### src/rtl/fifo_stream_reader.sv
// Drains a synchronous FIFO read port onto a valid/ready stream through a 2-entry skid buffer.
// Optional `FIFO_RD_COUNT_EN adds the rd_count delivered-word counter.
module fifo_stream_reader #(
  parameter int unsigned data_width = 32
`ifdef FIFO_RD_COUNT_EN
  ,
  parameter int unsigned cnt_width = 16
`endif
) (
  input  logic                  clk,
  input  logic                  rst_n,
  input  logic                  en,
  input  logic                  fifo_empty,
  input  logic [data_width-1:0] fifo_data_out,
  output logic                  fifo_cs,
  output logic                  fifo_rd_en,
  output logic                  m_valid,
  input  logic                  m_ready,
  output logic [data_width-1:0] m_data,
  output logic                  busy
`ifdef FIFO_RD_COUNT_EN
  ,
  output logic [cnt_width-1:0]  rd_count
`endif
);

  typedef enum logic [1:0] {StIdle, StActive, StStopping} state_e;

  state_e                state_q;
  logic [1:0]            occ_q;
  logic                  inflight_q;
  logic [data_width-1:0] head_q;
  logic [data_width-1:0] tail_q;
  logic                  pop;
  logic [2:0]            slots_used;

  assign pop        = m_valid & m_ready;
  // A pop in this cycle frees a slot, so m_ready feeds the read strobe directly.
  assign slots_used = {1'b0, occ_q} + {2'b00, inflight_q} - {2'b00, pop};
  assign fifo_rd_en = (state_q == StActive) & ~fifo_empty & (slots_used < 3'd2);
  assign fifo_cs    = fifo_rd_en;
  assign m_valid    = (occ_q != 2'd0);
  assign m_data     = head_q;
  assign busy       = (state_q != StIdle);

  always_ff @(posedge clk or negedge rst_n) begin
    if (!rst_n) begin
      state_q    <= StIdle;
      occ_q      <= 2'd0;
      inflight_q <= 1'b0;
      head_q     <= '0;
      tail_q     <= '0;
    end else begin
      inflight_q <= fifo_rd_en;
      occ_q      <= occ_q + {1'b0, inflight_q} - {1'b0, pop};
      if (pop) begin
        head_q <= tail_q;
      end
      // Captured word lands at the first free slot after this edge's pop.
      if (inflight_q) begin
        if (occ_q == 2'd0 || (occ_q == 2'd1 && pop)) begin
          head_q <= fifo_data_out;
        end else begin
          tail_q <= fifo_data_out;
        end
      end
      unique case (state_q)
        StIdle: begin
          if (en) state_q <= StActive;
        end
        StActive: begin
          if (!en) state_q <= StStopping;
        end
        StStopping: begin
          if (en) begin
            state_q <= StActive;
          end else if (!inflight_q && occ_q == 2'd0) begin
            state_q <= StIdle;
          end
        end
        default: state_q <= StIdle;
      endcase
    end
  end

`ifdef FIFO_RD_COUNT_EN
  logic [cnt_width-1:0] rd_count_q;

  always_ff @(posedge clk or negedge rst_n) begin
    if (!rst_n) begin
      rd_count_q <= '0;
    end else if (pop) begin
      rd_count_q <= rd_count_q + 1'b1;
    end
  end

  assign rd_count = rd_count_q;
`endif

`ifndef SYNTHESIS
  always_ff @(posedge clk) begin
    if (rst_n) begin
      assert ({1'b0, occ_q} + {2'b00, inflight_q} <= 3'd2)
      else $error("fifo_stream_reader: output buffer overflow");
    end
  end
`endif

endmodule

### config.mk
export PLATFORM = sky130hd
export DESIGN_NAME = fifo_stream_reader
export DESIGN_NICKNAME = d
export VERILOG_FILES = /design/src/rtl/fifo_stream_reader.sv
export SDC_FILE = /design/constraint.sdc
export NUM_CORES = 1
export LEC_CHECK = 0
export ABC_AREA = 1
export BUFFER_PORTS_ARGS = -buffer_cell sky130_fd_sc_hd__buf_2
export CAP_MARGIN = 5
export CELL_PAD_IN_SITES_DETAIL_PLACEMENT = 0
export CELL_PAD_IN_SITES_GLOBAL_PLACEMENT = 1
export CORE_AREA = 2 2 102 104
export CTS_BUF_LIST = sky130_fd_sc_hd__clkbuf_16
export DETAILED_ROUTE_END_ITERATION = 8
export DIE_AREA = 0 0 104 106
export PLACE_DENSITY_LB_ADDON = 0.2
export SLEW_MARGIN = 20
export SYNTH_ARGS = -nofsm -noshare
export SYNTH_HDL_FRONTEND = slang
export SYNTH_SLANG_ARGS = --single-unit
### constraint.sdc
create_clock -name clk -period 2.9 [get_ports clk]
set_input_delay 0.58 -clock clk [delete_from_list [all_inputs] [get_ports clk]]
set_output_delay 0.58 -clock clk [all_outputs]
set_load 0.02 [all_outputs]
==> metrics.csv, run 1 <==
metric,value,unit
cts_hold_buffers,0,
dp_hpwl,5072,um
grt_usage,0.1665,
crit_arrival,2300,ps
ys_types,22,
holdWs,383.7,ps
stdcell_area,4156,um2
skew,4.131,ps
max_slew_margin,0.3903,
r2r_slack,950,ps
placed_cell_area,3834,um2
yosysWarnings,0,
cp_top_family,adder cells,
remaining_drc_errors,0,
cp-start-kind,flip-flop,
synth-edff-count,0,
ir_drop,0.3671,mV
dr.first_iter.drc_count,125,
io_pins,73,
die_h,106,um
status,"finished, final reports clean",
cts_sinks,69,
rows,37,
detail-route-antenna-nets,0,
p_leak,2.362,nW
r2r-end,m_data[29],
finalWirelength,8674,um
setup_viol,0,
dp.cells,632,
hold_path_class,primary input to asynchronous set/reset pin,
path_cells,"o21ai_4, or2_4, nand2_4, ha_4, fa_1, nor2_1, nand3b_1, nor2_4, buf_6",
diodes,0,
gp_congestion,0.7197,
fmax,347.5,MHz
antenna_found_initial,0,
end_kind,output port,
clkLatencyLatePin,320,ps
synth_common_cells,"165 x nand2_1, 97 x nand3_1, 69 x dfrtp_1",
tritoncts,done,
ys_seq_elements,69,
worstPathRequired,2320,ps
total_power,4.633,mW
worst_path_max_delay_cell,fa_1,
path_class,flip-flop to output port,
drv_cap,0,
syn_area_per_cell,7.635,um2
die_w,104,um
syn2layout_area_growth,23.17,%
vias_per_cell,4.492,
r2r_cells,8,
syn_area,3374,um2
yosysTopAreaCellShare,0.5117,
crit_fanout,3,
synthesis.nets,481,
clock-root-buffer,clkbuf_16,
yosys-top-cells-area,"dfrtp_1 51%, nand2_1 18%, nand3_1 14%",
drtPass1Iterations,4,
drive_above_1_share,0.2112,
hold_viol,0,
core,10000,um2
rsz0062_at_grt,yes,
wl_per_cell,13.30,um
tightest_slew,914.5,ps
instances_no_fill,652,
grt_pass1_wl,14570,um
r2r_start,occ_q[1],
dieArea,11020,um2
finalCriticalPeriod,2878,ps
htree_levels,3,
min_period_over_period,0.9923,
worst_path_largest_cell_delay,490,ps
first_global_vias,2883,
fin_util,0.4157,
fin_nets,550,
ys.flop_type,dfrtp_1,
crit_buf_inv,1,
crit_path_start,occ_q[0],
synth_top_area_cell,dfrtp_1,
async_flop_share,1.000,
path_clk_slew,50,ps
power_density,1115,nW/um2
portBuffers,72,
postSynthCellCount,442,
start_util,0.3375,
vias,2929,
grt_overflow,0,
slew_viol_final,0,
ys_seq_area_frac,0.5117,
max-clock-path-buffers,2,
grt_max_degree,70,
cts_made_buffers,9,
yosysMostFrequentCell,nand2_1,
-- sequential cells by signal, summed over array words and instances (netlist names) --
register and count:
m_data 32, tail_q 32, occ_q 2, state_q 2
inflight_q 1
-- worst reg2reg max path: stages (launching register included) --
cell,delay (ps)
dfrtp_2,420
buf_4,150
inv_2,120
nand2_4,280
nand2_2,150
nand2_2,60
inv_2,490
nand2_1,110
nand2_1,100
-- metal layers --
layer,track usage,share of wire,vias up
met3,0.03372,0.037,6
li1,-,-,1487
met1,0.2235,0.49,1381
met2,0.2674,0.46,55
met4,0.06178,0.010,0
met5,0,0,-
-- where the power goes --
part	switching [mW]	internal, mW
combinational	1.32	0.732
clock	0.382	0.558
sequential	0.228	1.42
-- through the flow --
| step | TNS, ps | setup WS, ps |
|---|---|---|
| floorplan | 0 | 35.46 |
| global placement | 0 | 63.12 |
| detailed placement | 0 | 26.91 |
| CTS | 0 | 1.381 |
| global route | -147.8 | -74.42 |
| finish | 0 | 22.32 |
-- cell families after synthesis --
group	count (synthesis)	share of synthesized area
xor+xnor	1	0.002596
simple gates	272	0.3452
compound gates	3	0.008899
flops	69	0.5117
buf+inv	95	0.1220
fa+ha+maj	2	0.009640
-- final cells by class --
cell class | count | area (um2)
Multi-Input combinational cell | 278 | 1274
Tap cell | 136 | 170.2
Sequential cell | 69 | 1728
Fill cell | 1064 | 5843
Clock inverter | 7 | 27.53
Inverter | 68 | 255.2
Clock buffer | 9 | 225.2
Timing Repair Buffer | 85 | 476.7
-- how the worst max path moves through the flow --
| stage | to | cells past startpoint | slack (ps) |
|---|---|---|---|
| final | fifo_cs | 9 | 20 |
| after global routing | fifo_cs | 9 | -70 |
| after CTS | fifo_cs | 9 | 1 |
| after global placement | fifo_cs | 10 | 60 |
| after floorplan | fifo_rd_en | 10 | 40 |
| after detailed placement | fifo_cs | 10 | 30 |
-- cell usage in the layout, fill, tap and decap left out, types with 2 or more instances in the layout --
cell	count
buf_4	13
dfrtp_1	68
buf_6	3
o21ai_4	2
clkbuf_16	9
clkinv_1	2
nor2_1	2
inv_2	3
buf_2	69
nand3_1	97
nand2_1	164
inv_1	69
nand2_2	2
nand2_4	2
-- repair_timing --
item | in CTS | in global routing
buffers inserted | 1 | 3
resized for setup | 3 | 8
cloned | 0 | 0
pin swaps | 1 | 7
endpoints found under the hold margin | 0 | 0
setup endpoints to repair | 2 | 2
Note: power is estimated with default switching activity, not from simulation.
==> run 2: changes to the inputs <==
--- a/config.mk
+++ b/config.mk
@@ -10,11 +10,12 @@
 export CAP_MARGIN = 5
 export CELL_PAD_IN_SITES_DETAIL_PLACEMENT = 0
 export CELL_PAD_IN_SITES_GLOBAL_PLACEMENT = 1
-export CORE_AREA = 2 2 102 104
+export CORE_AREA = 10 10 110 112
 export CTS_BUF_LIST = sky130_fd_sc_hd__clkbuf_16
 export DETAILED_ROUTE_END_ITERATION = 8
-export DIE_AREA = 0 0 104 106
+export DIE_AREA = 0 0 120 122
 export PLACE_DENSITY_LB_ADDON = 0.2
+export SETUP_SLACK_MARGIN = 0.05
 export SLEW_MARGIN = 20
 export SYNTH_ARGS = -nofsm -noshare
 export SYNTH_HDL_FRONTEND = slang
==> metrics.csv, run 2 (same netlist as run 1, synthesis figures left out) <==
metric,value,unit,change
status,"finished, final reports clean",,
diodes,0,,unchanged
ir_drop,0.3522,mV,-4.1%
hold_path_class,primary input to asynchronous set/reset pin,,
drtPass1Iterations,4,,unchanged
grt_max_degree,70,,unchanged
dr_wl_met2,4274,um,+6.6%
final_common_cell,nand2_1,,
stdcell_area,4164,um2,+0.18%
grt_overflow,0,,unchanged
remaining_drc_errors,0,,unchanged
detail-route-antenna-nets,0,,unchanged
placed_cell_area,3836,um2,about the same
portBuffers,72,,unchanged
p_switching,1.929,mW,+0.12%
grt_pass1_wl,15160,um,+4.1%
wl_met1,4382,um,+3.0%
clkPwrFrac,0.202,,about the same
tritoncts,done,,
clock-root-buffer,clkbuf_16,,
core,10050,um2,+0.46%
crit_fanout,3,,unchanged
p_leak,2.367,nW,+0.20%
crit_path_end,fifo_rd_en,,
seqPwrFrac,0.354,,about the same
cts_made_buffers,9,,unchanged
skew,5.913,ps,+1.782 ps
die_h,122,um,+15%
io_pins,73,,unchanged
cp-start-kind,flip-flop,,
slew_viol_final,0,,unchanged
fin_util,0.4145,,-0.001169
end_kind,output port,,
drv_cap,0,,unchanged
wl_met3,403,um,+26%
path_clk_slew,60,ps,about the same
nFillCells,1073,,+0.85%
combPwrFrac,0.444,,+0.002
rsz0062_at_grt,yes,,
top_layer_used,met4,,
vias_per_cell,4.497,,+0.10%
dr.first_iter.drc_count,181,,+45%
setup_viol,0,,unchanged
antenna_found_initial,0,,unchanged
crit_path_start,occ_q[0],,
finalSetupTns,0,ps,unchanged
max_slew_margin,0.3973,,+0.006953
holdWs,381.7,ps,-1.965 ps
finalCriticalPeriod,2838,ps,-39.75 ps
rows,37,,unchanged
mostFrequentLayoutCells,"163 x nand2_1, 97 x nand3_1, 69 x buf_2",,
path_class,flip-flop to output port,,
r2r-end,inflight_q,,
hold_viol,0,,unchanged
r2r_cells,9,,+1
grt_usage,0.1280,,-0.03856
vias,2932,,+0.10%
clkLatencyLatePin,320,ps,about the same
min_period_over_period,0.9786,,-0.01371
first_global_vias,2943,,+2.1%
seq_area,1728,um2,unchanged
tightest_slew,904.1,ps,-10.43 ps
power_density,1113,nW/um2,-0.18%
dp_hpwl,5696,um,+12%
cts_sinks,69,,unchanged
intPower,2.704,mW,about the same
gp_congestion,0.7026,,-2.4%
finalWirelength,9147,um,+5.5%
multi_input_area,1276,um2,+0.20%
crit_arrival,2260,ps,-40 ps
syn2layout_area_growth,23.40,%,
fmax,352.4,MHz,+1.4%
worstPathRequired,2320,ps,about the same
htree_levels,3,,unchanged
swShare,0.4163,,+0.0005106
die_w,120,um,+15%
fin_nets,551,,+0.18%
r2r_slack,920,ps,-30 ps
cts_hold_buffers,0,,unchanged
dieArea,14640,um2,+33%
max-clock-path-buffers,2,,unchanged
drive_above_1_share,0.2171,,+0.005814
start_util,0.3359,,-0.001555
wl_per_cell,14.03,um,+5.5%
r2r_start,occ_q[0],,
==> run 2: changes by cell type in the layout (fill, tap and decap cells not counted) <==
| cell | before | now |
|---|---|---|
| clkinv_2 | 1 | 2 |
| clkinv_1 | 2 | 1 |
| buf_4 | 13 | 14 |
| inv_1 | 69 | 68 |
| nand2_2 | 2 | 3 |
| nand2_1 | 164 | 163 |
==> run 2: power groups by stage <==
stage	logic [mW]	clock network, mW	registers [mW]
after floorplan	1.16	0	1.92
after global placement	2.00	0	1.65
after detailed placement	2.01	0	1.67
after CTS	2.07	0.963	1.65
after global routing	2.37	1.01	1.70
final	2.06	0.937	1.64
==> run 2: worst min-delay path by stage <==
stage	cells after the start	end	startpoint	slack, ps
after floorplan	0	inflight_q	rst_n	280
after global placement	2	tail_q[13]	tail_q[13]	450
after detailed placement	2	tail_q[0]	tail_q[0]	460
after CTS	1	m_data[18]	rst_n	430
after global routing	1	m_data[18]	rst_n	460
final	1	m_data[18]	rst_n	380
==> run 2: routing by layer <==
metal | track usage | vias up
li1 | - | 1490
met1 | 0.1643 | 1379
met2 | 0.2070 | 54
met3 | 0.03006 | 9
met4 | 0.04525 | 0
met5 | 0 | -
==> run 2: area by class of cell <==
class,instances,share of cell area
sequential,69,0.4150
multi-input combinational,278,0.3065
timing repair buffer,86,0.1163
inverter,68,0.06130
clock buffer,9,0.05409
tap,136,0.04087
clock inverter,6,0.006010
==> run 2: through the flow <==
step | cells | power, mW | setup slack [ps]
after floorplan | 442 | 3.081 | 67.63
after global placement | 632 | 3.644 | 107.2
after detailed placement | 632 | 3.677 | 65.16
after CTS | 650 | 4.679 | 25.19
after global routing | 652 | 5.081 | -77.68
final | 652 | 4.633 | 62.06
==> run 2: worst max-delay path, cell delays in order (launching register included) <==
cell and delay, ps:
dfrtp_1 400, o21ai_4 190, or2_4 160, nand2_4 50
ha_4 150, fa_1 480, nor2_1 100, nand3b_1 120
nor2_4 150, buf_6 140
==> run 2: repair_timing <==
action	CTS	global route
buffers inserted	3	2
hold endpoints to repair	0	0
gates resized for setup	7	4
pin swaps	2	0
setup endpoints to repair	2	2
==> run 3: changes to the inputs <==
--- a/config.mk
+++ b/config.mk
@@ -10,10 +10,10 @@
 export CAP_MARGIN = 5
 export CELL_PAD_IN_SITES_DETAIL_PLACEMENT = 0
 export CELL_PAD_IN_SITES_GLOBAL_PLACEMENT = 1
-export CORE_AREA = 10 10 110 112
+export CORE_AREA = 2 2 102 104
 export CTS_BUF_LIST = sky130_fd_sc_hd__clkbuf_16
 export DETAILED_ROUTE_END_ITERATION = 8
-export DIE_AREA = 0 0 120 122
+export DIE_AREA = 0 0 104 106
 export PLACE_DENSITY_LB_ADDON = 0.2
 export SETUP_SLACK_MARGIN = 0.05
 export SLEW_MARGIN = 20
==> metrics.csv, run 3 (same netlist as run 1, synthesis figures left out) <==
metric,value,unit,change
crit_arrival,2270,ps,about the same
cts_made_buffers,9,,unchanged
hold_viol,0,,unchanged
r2r_cells,10,,+1
finalWirelength,8808,um,-3.7%
final_common_cell,nand2_1,,
path_cells,"o21ai_4, or2_4, nand2_4, ha_4, fa_1, nor2_1, nand3b_1, nor2_4, buf_6",,
r2r_slack,830,ps,-90 ps
fin_nets,554,,+0.54%
worst_path_largest_cell_delay,460,ps,-20 ps
rsz0062_at_grt,yes,,
rows,37,,unchanged
vias,2926,,-0.20%
dpl_worst_slack,110.4,ps,+45.27 ps
total_power,4.666,mW,+0.71%
cts_sinks,69,,unchanged
finalCriticalPeriod,2854,ps,+16.05 ps
status,"finished, final reports clean",,
skew,4.716,ps,-1.196 ps
die_h,106,um,-13%
setup_viol,0,,unchanged
power_density,1116,nW/um2,+0.31%
drv_cap,0,,unchanged
instances_no_fill,655,,+0.46%
slew_viol_final,0,,unchanged
grt_overflow,0,,unchanged
max-clock-path-buffers,2,,unchanged
path_class,flip-flop to output port,,
mostFrequentLayoutCells,"164 x nand2_1, 97 x nand3_1, 69 x buf_2",,
cp-start-kind,flip-flop,,
r2r-end,inflight_q,,
dp.cells,633,,+0.16%
portBuffers,72,,unchanged
worst_path_max_delay_cell,fa_1,,
remaining_drc_errors,0,,unchanged
placed_cell_area,3844,um2,+0.20%
start_util,0.3375,,+0.001555
tritoncts,done,,
end_kind,output port,,
finalSetupTns,0,ps,unchanged
drive_above_1_share,0.2197,,+0.002599
ir_drop,0.3326,mV,-5.6%
cp_top_family,simple AND/OR/NAND/NOR gates,,
clkLatencyLatePin,330,ps,about the same
grt_max_degree,70,,unchanged
antenna_found_initial,0,,unchanged
wl_per_cell,13.45,um,-4.1%
min_period_over_period,0.9841,,+0.005535
syn2layout_area_growth,23.88,%,
io_pins,73,,unchanged
dieArea,11020,um2,-25%
diodes,0,,unchanged
fmax,350.4,MHz,-0.56%
nFillCells,1091,,+1.7%
dp_hpwl,5155,um,-9.5%
grt_pass1_wl,14730,um,-2.8%
core,10000,um2,-0.46%
tightest_slew,893.4,ps,-10.65 ps
dr.first_iter.drc_count,103,,-43%
drtPass1Iterations,4,,unchanged
htree_levels,3,,unchanged
path_clk_slew,50,ps,about the same
crit_buf_inv,1,,unchanged
first_global_vias,2960,,+0.58%
max_slew_margin,0.4044,,+0.007097
gp_congestion,0.7279,,+3.6%
hold_path_class,primary input to asynchronous set/reset pin,,
p_leak,2.379,nW,+0.52%
die_w,104,um,-13%
clock-root-buffer,clkbuf_16,,
worstPathRequired,2320,ps,about the same
grt_usage,0.1699,,+0.04191
r2r_start,occ_q[1],,
fin_ws,46.01,ps,-16.05 ps
detail-route-antenna-nets,0,,unchanged
vias_per_cell,4.467,,-0.66%
crit_fanout,3,,unchanged
stdcell_area,4180,um2,+0.39%
[run 3: cell types whose count changed in the layout (fill, tap and decap cells not counted)]
cell / change
buf_6: -1
buf_4: +4
nand2_2: -1
nand2_1: +1
[run 3: where the power goes]
part / switching, mW / internal [mW]
sequential: 0.227 / 1.42
clock: 0.395 / 0.558
combinational: 1.31 / 0.758
[run 3: per-stage QoR]
step / hold WS (ps) / util
2_1_floorplan: 284.4 / -
4_1_cts: 422.0 / 0.4160
6_report: 369.0 / 0.4180
3_3_place_gp: 453.6 / 0.3844
5_1_grt: 466.3 / 0.4180
3_5_place_dp: 457.9 / 0.3844
[run 3: cell type report]
class	count	area, um2	area share
clock buffer	9	225.2	0.05388
clock inverter	6	25.02	0.005986
inverter	68	255.2	0.06106
multi-input combinational	278	1274	0.3047
sequential	69	1728	0.4133
tap	136	170.2	0.04071
timing repair buffer	89	503.0	0.1203
[run 3: timing repair]
item	4_1_cts	5_1_grt
hold buffers	0	0
hold endpoints to repair	0	0
pin swaps	6	5
gates resized for setup	8	1
setup endpoints to repair	2	2
buffers inserted	5	2
[run 3: how the worst max path moves through the flow]
stage	start	end	slack (ps)	cells after the start
after floorplan	m_ready	fifo_rd_en	70	11
final	occ_q[1]	fifo_cs	50	9
after CTS	occ_q[0]	fifo_cs	50	9
after detailed placement	m_ready	fifo_cs	110	10
after global placement	m_ready	fifo_rd_en	120	10
after global routing	occ_q[1]	fifo_rd_en	-80	9
[run 3: routing by layer]
metal	global-route usage	vias up	share of wire
met3	0.02698	14	0.034
met2	0.2829	52	0.46
li1	-	1492	-
met5	0	-	0
met4	0.08108	0	0.023
met1	0.2168	1368	0.48
